`src/rtl/spi_ram_arbiter.sv`:
```
// Round-robin two-port arbiter that runs one 23LC-style SPI byte transaction
// (command, 16-bit address, one data byte) per grant on the shared external RAM.
module spi_ram_arbiter #(
  parameter int SCK_HALF = 1
) (
  input  logic        clk,
  input  logic        rst,
  input  logic        req0,
  input  logic        req1,
  input  logic        we0,
  input  logic        we1,
  input  logic [15:0] addr0,
  input  logic [15:0] addr1,
  input  logic [7:0]  wdata0,
  input  logic [7:0]  wdata1,
  output logic        ack0,
  output logic        ack1,
  output logic [7:0]  rdata,
  output logic        busy,
  output logic        spi_cs_n,
  output logic        spi_sck,
  output logic        spi_mosi,
  input  logic        spi_miso
);

  // state    | meaning
  // IDLE     | bus released, arbitrate between req0/req1
  // CS_SETUP | cs_n low, first bit on mosi, sck low
  // SHIFT    | 32 bits MSB first, 2*SCK_HALF clk per bit
  // CS_HOLD  | cs_n still low after last falling sck
  // DONE     | cs_n high, ack pulse to the granted port

  localparam int HW = (SCK_HALF > 1) ? $clog2(SCK_HALF) : 1;
  localparam logic [HW-1:0] HALF_LOAD = HW'(SCK_HALF - 1);

  typedef enum logic [2:0] {
    IDLE,
    CS_SETUP,
    SHIFT,
    CS_HOLD,
    DONE
  } state_t;

  state_t        state, state_nxt;
  logic [31:0]   shift_q, shift_nxt;
  logic [4:0]    bit_q, bit_nxt;
  logic [HW-1:0] half_q, half_nxt;
  logic          phase_q, phase_nxt;
  logic [7:0]    rx_q, rx_nxt;
  logic [7:0]    rdata_nxt;
  logic          we_q, we_nxt;
  logic          grant_q, grant_nxt;
  logic          last_q, last_nxt;
  logic          take1;
  logic          ack0_nxt, ack1_nxt, busy_nxt, cs_n_nxt, sck_nxt, mosi_nxt;

  always_comb begin
    state_nxt = state;
    shift_nxt = shift_q;
    bit_nxt   = bit_q;
    half_nxt  = half_q;
    phase_nxt = phase_q;
    rx_nxt    = rx_q;
    rdata_nxt = rdata;
    we_nxt    = we_q;
    grant_nxt = grant_q;
    last_nxt  = last_q;
    take1     = 1'b0;

    case (state)
      IDLE: begin
        if (req0 || req1) begin
          // On a tie the port that was not served last wins.
          take1     = req1 && (!req0 || !last_q);
          grant_nxt = take1;
          last_nxt  = take1;
          if (take1) begin
            we_nxt    = we1;
            shift_nxt = {(we1 ? 8'h02 : 8'h03), addr1, (we1 ? wdata1 : 8'h00)};
          end else begin
            we_nxt    = we0;
            shift_nxt = {(we0 ? 8'h02 : 8'h03), addr0, (we0 ? wdata0 : 8'h00)};
          end
          state_nxt = CS_SETUP;
        end
      end

      CS_SETUP: begin
        state_nxt = SHIFT;
        half_nxt  = HALF_LOAD;
        phase_nxt = 1'b0;
        bit_nxt   = 5'd0;
      end

      SHIFT: begin
        if (half_q != '0) begin
          half_nxt = half_q - 1'b1;
        end else begin
          half_nxt = HALF_LOAD;
          if (!phase_q) begin
            phase_nxt = 1'b1;
            if (bit_q[4:3] == 2'b11) begin
              rx_nxt = {rx_q[6:0], spi_miso};
            end
          end else begin
            phase_nxt = 1'b0;
            if (bit_q == 5'd31) begin
              state_nxt = CS_HOLD;
            end else begin
              bit_nxt   = bit_q + 1'b1;
              shift_nxt = {shift_q[30:0], 1'b0};
            end
          end
        end
      end

      CS_HOLD: begin
        state_nxt = DONE;
        if (!we_q) begin
          rdata_nxt = rx_q;
        end
      end

      DONE: begin
        state_nxt = IDLE;
      end

      default: begin
        state_nxt = IDLE;
      end
    endcase

    // Pin values are derived from the next state so they leave a flop directly.
    busy_nxt = (state_nxt != IDLE);
    cs_n_nxt = !((state_nxt == CS_SETUP) || (state_nxt == SHIFT) || (state_nxt == CS_HOLD));
    sck_nxt  = (state_nxt == SHIFT) && phase_nxt;
    mosi_nxt = ((state_nxt == CS_SETUP) || (state_nxt == SHIFT)) && shift_nxt[31];
    ack0_nxt = (state_nxt == DONE) && !grant_nxt;
    ack1_nxt = (state_nxt == DONE) && grant_nxt;
  end

  always_ff @(posedge clk) begin
    if (rst) begin
      state    <= IDLE;
      shift_q  <= '0;
      bit_q    <= '0;
      half_q   <= '0;
      phase_q  <= 1'b0;
      rx_q     <= '0;
      rdata    <= '0;
      we_q     <= 1'b0;
      grant_q  <= 1'b0;
      last_q   <= 1'b1;
      ack0     <= 1'b0;
      ack1     <= 1'b0;
      busy     <= 1'b0;
      spi_cs_n <= 1'b1;
      spi_sck  <= 1'b0;
      spi_mosi <= 1'b0;
    end else begin
      state    <= state_nxt;
      shift_q  <= shift_nxt;
      bit_q    <= bit_nxt;
      half_q   <= half_nxt;
      phase_q  <= phase_nxt;
      rx_q     <= rx_nxt;
      rdata    <= rdata_nxt;
      we_q     <= we_nxt;
      grant_q  <= grant_nxt;
      last_q   <= last_nxt;
      ack0     <= ack0_nxt;
      ack1     <= ack1_nxt;
      busy     <= busy_nxt;
      spi_cs_n <= cs_n_nxt;
      spi_sck  <= sck_nxt;
      spi_mosi <= mosi_nxt;
    end
  end

endmodule

```
`config.mk`:
```
export PLATFORM = sky130hd
export DESIGN_NAME = spi_ram_arbiter
export DESIGN_NICKNAME = d
export VERILOG_FILES = /design/src/rtl/spi_ram_arbiter.sv
export SDC_FILE = /design/constraint.sdc
export NUM_CORES = 1
export LEC_CHECK = 0
export BUFFER_PORTS_ARGS = -buffer_cell sky130_fd_sc_hd__buf_2
export CAP_MARGIN = 20
export CORE_MARGIN = 3
export CORE_UTILIZATION = 30
export DETAILED_ROUTE_END_ITERATION = 10
export GPL_ROUTABILITY_DRIVEN = 1
export PLACE_DENSITY = 0.61
export SETUP_SLACK_MARGIN = 0.15
export SYNTH_ARGS = -nofsm -noshare
export SYNTH_HDL_FRONTEND = slang
export SYNTH_SLANG_ARGS = --single-unit
```
`constraint.sdc`:
```
create_clock -name clk -period 2.5 [get_ports clk]
set_clock_uncertainty 0.15 [all_clocks]
set_input_delay 0.125 -clock clk [delete_from_list [all_inputs] [get_ports clk]]
set_output_delay 0.125 -clock clk [all_outputs]
set_load 0.1 [all_outputs]
```
Word level (Yosys, flattened, before mapping)
Cells that the tools add are included.
Word-level totals
  register bits: 67
  input port bits: 55
  output and inout bits: 14
  word-level logic and storage cells: 84
Operators by class
  eq/ne operators: 13
  bitwise gates (word level): 3
  muxes and demuxes: 27
  add/subtract/negate cells: 2
  reduce and logical (&&, ||, !) cells: 22
Operators with widths (count)
  32-bit 2-to-1 mux: 4
  32-bit case mux with 2 select lines: 1
  25-bit 2-to-1 mux: 1
  8-bit 2-to-1 mux: 2
  5-bit 2-to-1 mux: 3
  3-bit by 2-bit equality test with 1-bit output, second input constant: 4
  3-bit 2-to-1 mux: 4
  3-bit case mux with 4 select lines: 1
  5-bit case mux with 2 select lines: 1
  1-bit 2-to-1 mux: 8
  2-bit inequality test, second input constant: 4
  4-bit AND reduction: 2
  3-bit by 1-bit equality test with 1-bit output, second input constant: 2
  5-bit by 1-bit adder with 5-bit output, second input constant: 1
  5-bit equality test, second input constant: 1
  1-bit logical AND: 5
  5-bit AND reduction: 1
  1-bit zero test: 4
  1-bit logical OR: 4
  1-bit case mux with 2 select lines: 2
  2-bit AND reduction: 2
  2-bit nonzero test: 2
  3-bit equality test, second input constant: 1
  3-bit zero test: 1
  other kinds (4): 6

Depth between registers and ports, before layout
  depth after elaboration: 9
  gate-level depth with buffers: 10
  gate-level depth less buffers: 7

Worst setup path before layout
Ideal clock, no wire load.
  path type: register to register
  start point: register bit_q[0]
  end point: register shift_q[25]
  setup slack: 562 ps
  library setup time: 74 ps
  period minus slack after synthesis: 1938 ps
  data arrival time: 1713 ps
  stages on the path, launching flop included: 11
  path buffers: 3
  cells stage by stage: dfxtp_1 -> ha_1 -> and3_1 -> ha_1 -> nor2b_1 -> buf_4 -> and2_1 -> buf_4 -> buf_6 -> nand2_1 -> a31oi_1
Between the ends
  longest elaborated chain between the ends: 3
Ends and longest elaborated chain
  from (decl): RTL line 46  | logic [4:0] bit_q, bit_nxt;
  from (signal assigned): RTL line 163  | bit_q <= bit_nxt;
  5-bit equality test: RTL line 107  | if (bit_q == 5'd31) begin
  2-bit inequality test (no line)
  5-bit AND reduction (no line)
  to (signal assigned): RTL line 162  | shift_q <= shift_nxt;
  to (decl): RTL line 45  | logic [31:0] shift_q, shift_nxt;
Every way passes these cells.
A chain may end at the register's enable or synchronous reset.

Worst setup path after layout
  start point: register bit_q[0]
  end point: register spi_mosi
Between the ends
  longest elaborated chain between the ends: 8
Ends and longest elaborated chain
  5-bit equality test (*): RTL line 107
  3-bit 2-to-1 mux: RTL line 107
  3-bit 2-to-1 mux: RTL line 100  | if (!phase_q) begin
  3-bit 2-to-1 mux: RTL line 96  | if (half_q != '0) begin
  3-bit case mux with 4 select lines: RTL line 70  | case (state)
  3-bit by 1-bit equality test with 1-bit output or 3-bit by 2-bit equality test with 1-bit output (tied branches): RTL line 137  | mosi_nxt = ((state_nxt == CS_SETUP) || (state_nxt == SHIFT)) && shift_nxt[31];
  1-bit logical OR: RTL line 137
  1-bit logical AND (*): RTL line 137
  to (signal assigned): RTL line 176  | spi_mosi <= mosi_nxt;
  to (decl): RTL line 22  | output logic spi_mosi,
Every way passes the cells marked *; elsewhere a longest branch is shown, timed or not. The select of a mux whose other input is x is not followed.

==> results.md <==
- Critical path type: reg -> reg
- DR vias: around 2,600
- Clock Latency Late Sink: roughly 0.33 ns
- Sink Count: 66
- Combinational Power Share: 0.207
- Ant. Diodes: 0
- Seq/Total Area, Yosys: 0.4532
- Tot Pwr: 2.405 mW
- CP required: between 2 and 3 ns
- Fin crit period: 2.140 ns
- Reg2reg setup slack: between 0.3 and 0.4 ns
- Dominant synthesized flop cell: dfxtp_1
- Slew Limit Fails: 0
- Data arrival, critical path: between 2 and 2.5 ns
- Gpl congestion: around 0.76
- Final Hold Vio Count: 0
- Sum of negative setup slack: 0 ns
- Placement Setup Slack: 0.2889 ns
- RSZ-0062 raised after global routing: false
- Clock power share: 0.307
- Initial antenna violation count: 0
- Max Cap Violations: 0
- Tcrit/Tclk final: 0.8560
- Mapped Cells: 319
- Post-synthesis area per instance: just over 9 µm²
- Root buf cell: clkbuf_8
- Switching power: ~0.73 mW
- Cell Int Power: 1.676 mW
- Static Leakage: 1.502 nW
- Nets: roughly 450
- Cts bufs inserted: 9
- IO Port Bufs: between 60 and 70
- Global-route usage over all layers: 0.1228
- CTS Buffer Depth: 2
- Hold depth: 4
- Post-detail-place hpwl: roughly 4500 µm
- Routed WL: around 6400 µm
- DRC: 0
- Hold Crit Class: in -> reg
- Area grow syn2layout: 23.48%
- Ys async rst share: 0
- CP endpoint kind: flip-flop
- Filler cells: 943
- Number of synthesized register bits: 66
- Drt first-iter violations: 110
- Setup WS post-layout: between 0.3 and 0.4 ns
- Syn nets: roughly 380
- Worst slew margin: 0.6340
- R2r endpoint: spi_mosi$_SDFF_PP0_
- Setup bufs post-CTS: 0
- Synthesized area: 0.002915 mm²
- First-pass detailed-route iteration total: 7
- Largest net degree at the start of global routing: 29
- Worst Tran Pin Value: ~0.55 ns
- First-pass GRT wire length: about 11,000 µm
- Start point of the critical path: bit_q[0]$_SDFFE_PP0P_
- Run status: completed
- Wire per inst: 12.28 µm
- CTS H-tree depth: 3
- Crit Path Max Fanout: 22
- I/O pin cnt: just under 70
- Row count: 35
- Finished Core Util: 0.3859
- Die span in x: between 100 and 150 µm
- Layout cells sized above 1: 0.2955
- Starting Density: 0.3125
- Seq pwr share: 0.486
- Core Region: roughly 0.0093 mm²
- Vias in the first global route: approximately 2,500
- Number of flops mapped to enable cells by yosys: 0
- CP Launch Type: flip-flop
- Vias per cell: about 4.9
- Antenna Nets Post-Route: 0
- F_max: 467.3 MHz
- Yosys warning count: 0
- Count of unique library cells instantiated by Yosys: between 40 and 50
- R2r worst-path depth: 8
- Reg2reg start: bit_q[0]$_SDFFE_PP0P_
- Hold_sp: wdata1[0]
- Setup Viol. Count Final: 0
- Worst IR Drop VDD: approximately 0.00019 V
- Switching part of the total: 0.3030
- Die area: roughly 0.011 mm²
- Worst hold endpoint: shift_q[0]$_SDFFE_PP0P_
- Die H: between 100 and 150 µm
- PD cells: ~670 mW/mm²
- GRT overflow: 0
- Clk slew on worst S/H paths: roughly 0.070 ns
- CTS tree: built
==> cells in the mapped netlist, drive strengths merged (2+ instances only) <==
| library cell | number | area (µm²) |
|---|---|---|
| a21o | 3 | 22.52 |
| a21oi | 33 | 165.2 |
| a22oi | 24 | 193.9 |
| a31oi | 8 | 50.05 |
| and2 | 4 | 25.02 |
| and3 | 9 | 56.30 |
| buf | 16 | 121.4 |
| clkbuf | 9 | 33.78 |
| dfxtp | 66 | 1321 |
| ha | 2 | 25.02 |
| inv | 2 | 7.510 |
| mux2 | 16 | 180.2 |
| mux2i | 9 | 90.09 |
| nand2 | 52 | 195.2 |
| nand3 | 14 | 70.07 |
| nor2 | 16 | 60.06 |
| nor2b | 3 | 18.77 |
| nor3 | 5 | 36.29 |
| nor3b | 3 | 32.53 |
| o211ai | 2 | 15.01 |
| o221ai | 6 | 52.55 |
| or3 | 2 | 12.51 |
| xor2 | 2 | 17.52 |
==> per-layer routing <==
metal / wire, µm / vias to the layer above / global-route usage / part of all wire
met5: 0 / - / 0 / 0
met4: 162 / 0 / 0.05342 / 0.025
met3: 310 / 13 / 0.03768 / 0.048
met1: 2918 / 1211 / 0.1424 / 0.45
li1: - / 1288 / - / -
met2: 3056 / 56 / 0.2089 / 0.47
==> critical path, cell delays in order (launching register included) <==
cell     delay [ns]
dfxtp_1        0.33
ha_1           0.21
and3_1         0.19
ha_1           0.22
nor2b_2        0.23
and2_1         0.18
buf_4          0.26
a32o_1         0.21
o21a_1         0.11
==> per-stage QoR <==
step / cell area (µm²) / instances / hold WS, ns
after floorplan: 2915 / 319 / 0.1222
after global placement: 3357 / 502 / 0.2202
after detailed placement: 3357 / 502 / 0.2401
after CTS: 3597 / 525 / 0.01216
after global routing: 3600 / 525 / 0.02675
final: 3600 / 525 / 0.02611
==> final cells by class <==
cell class                 instances  area, µm²  area share
inverter                           2      7.507    0.002086
tap                              129      161.4     0.04484
sequential                        66       1321      0.3671
timing repair buffer              87      515.5      0.1432
multi-input combinational        226       1434      0.3983
clock inverter                     5      32.53    0.009037
clock buffer                      10      127.6     0.03545
==> power by group through the flow <==
stage,registers [mW],clock network (mW),logic (mW)
2_1_floorplan,1.24,0,0.329
3_3_place_gp,1.19,0,0.484
3_5_place_dp,1.19,0,0.491
4_1_cts,1.17,0.771,0.502
5_1_grt,1.18,0.810,0.557
6_report,1.17,0.738,0.498
==> cells in the final DEF (no fill, tap or decap), drive strengths merged, types with 4 or more instances in the layout <==
cell type	synthesis	final
buf	16	79
dfxtp	66	66
nand2	52	52
a21oi	33	33
a22oi	24	24
nor2	16	16
mux2	16	16
nand3	14	14
clkbuf	9	10
and3	9	9
mux2i	9	9
a31oi	8	8
dlygate4sd3	0	8
o221ai	6	6
nor3	5	5
and2	4	4
==> cells by family (layout without fill, tap and decap cells) <==
logic type,after synthesis,count (layout),share of synthesized area
simple gates,112,112,0.1841
fa+ha+maj,2,2,0.008582
flops,66,66,0.4532
compound gates,84,84,0.1966
xor+xnor,3,3,0.009015
buf+inv,27,104,0.05579
mux,25,25,0.09270
==> state kept, by name, summed over array words and instances, names as in the netlist <==
signal and cells:
state 3, spi_mosi 1, phase_q 1, spi_sck 1
busy 1, we_q 1, last_q 1, ack0 1
bit_q 5, rdata 8, spi_cs_n 1, grant_q 1
shift_q 32, ack1 1, rx_q 8
==> how the worst max path moves through the flow <==
stage | endpoint | cells past startpoint
after floorplan | shift_q[25]$_SDFFE_PP0P_ | 10
after global placement | spi_mosi$_SDFF_PP0_ | 8
after detailed placement | spi_mosi$_SDFF_PP0_ | 8
after CTS | spi_mosi$_SDFF_PP0_ | 8
after global routing | shift_q[19]$_SDFFE_PP0P_ | 8
final | spi_mosi$_SDFF_PP0_ | 8
==> what timing repair did <==
action	4_1_cts	5_1_grt
gates resized for setup	0	1
hold endpoints to repair	8	0
hold buffers	8	0
endpoints found under the setup margin	0	16
No activity file was read; power rests on OpenSTA's default activity.
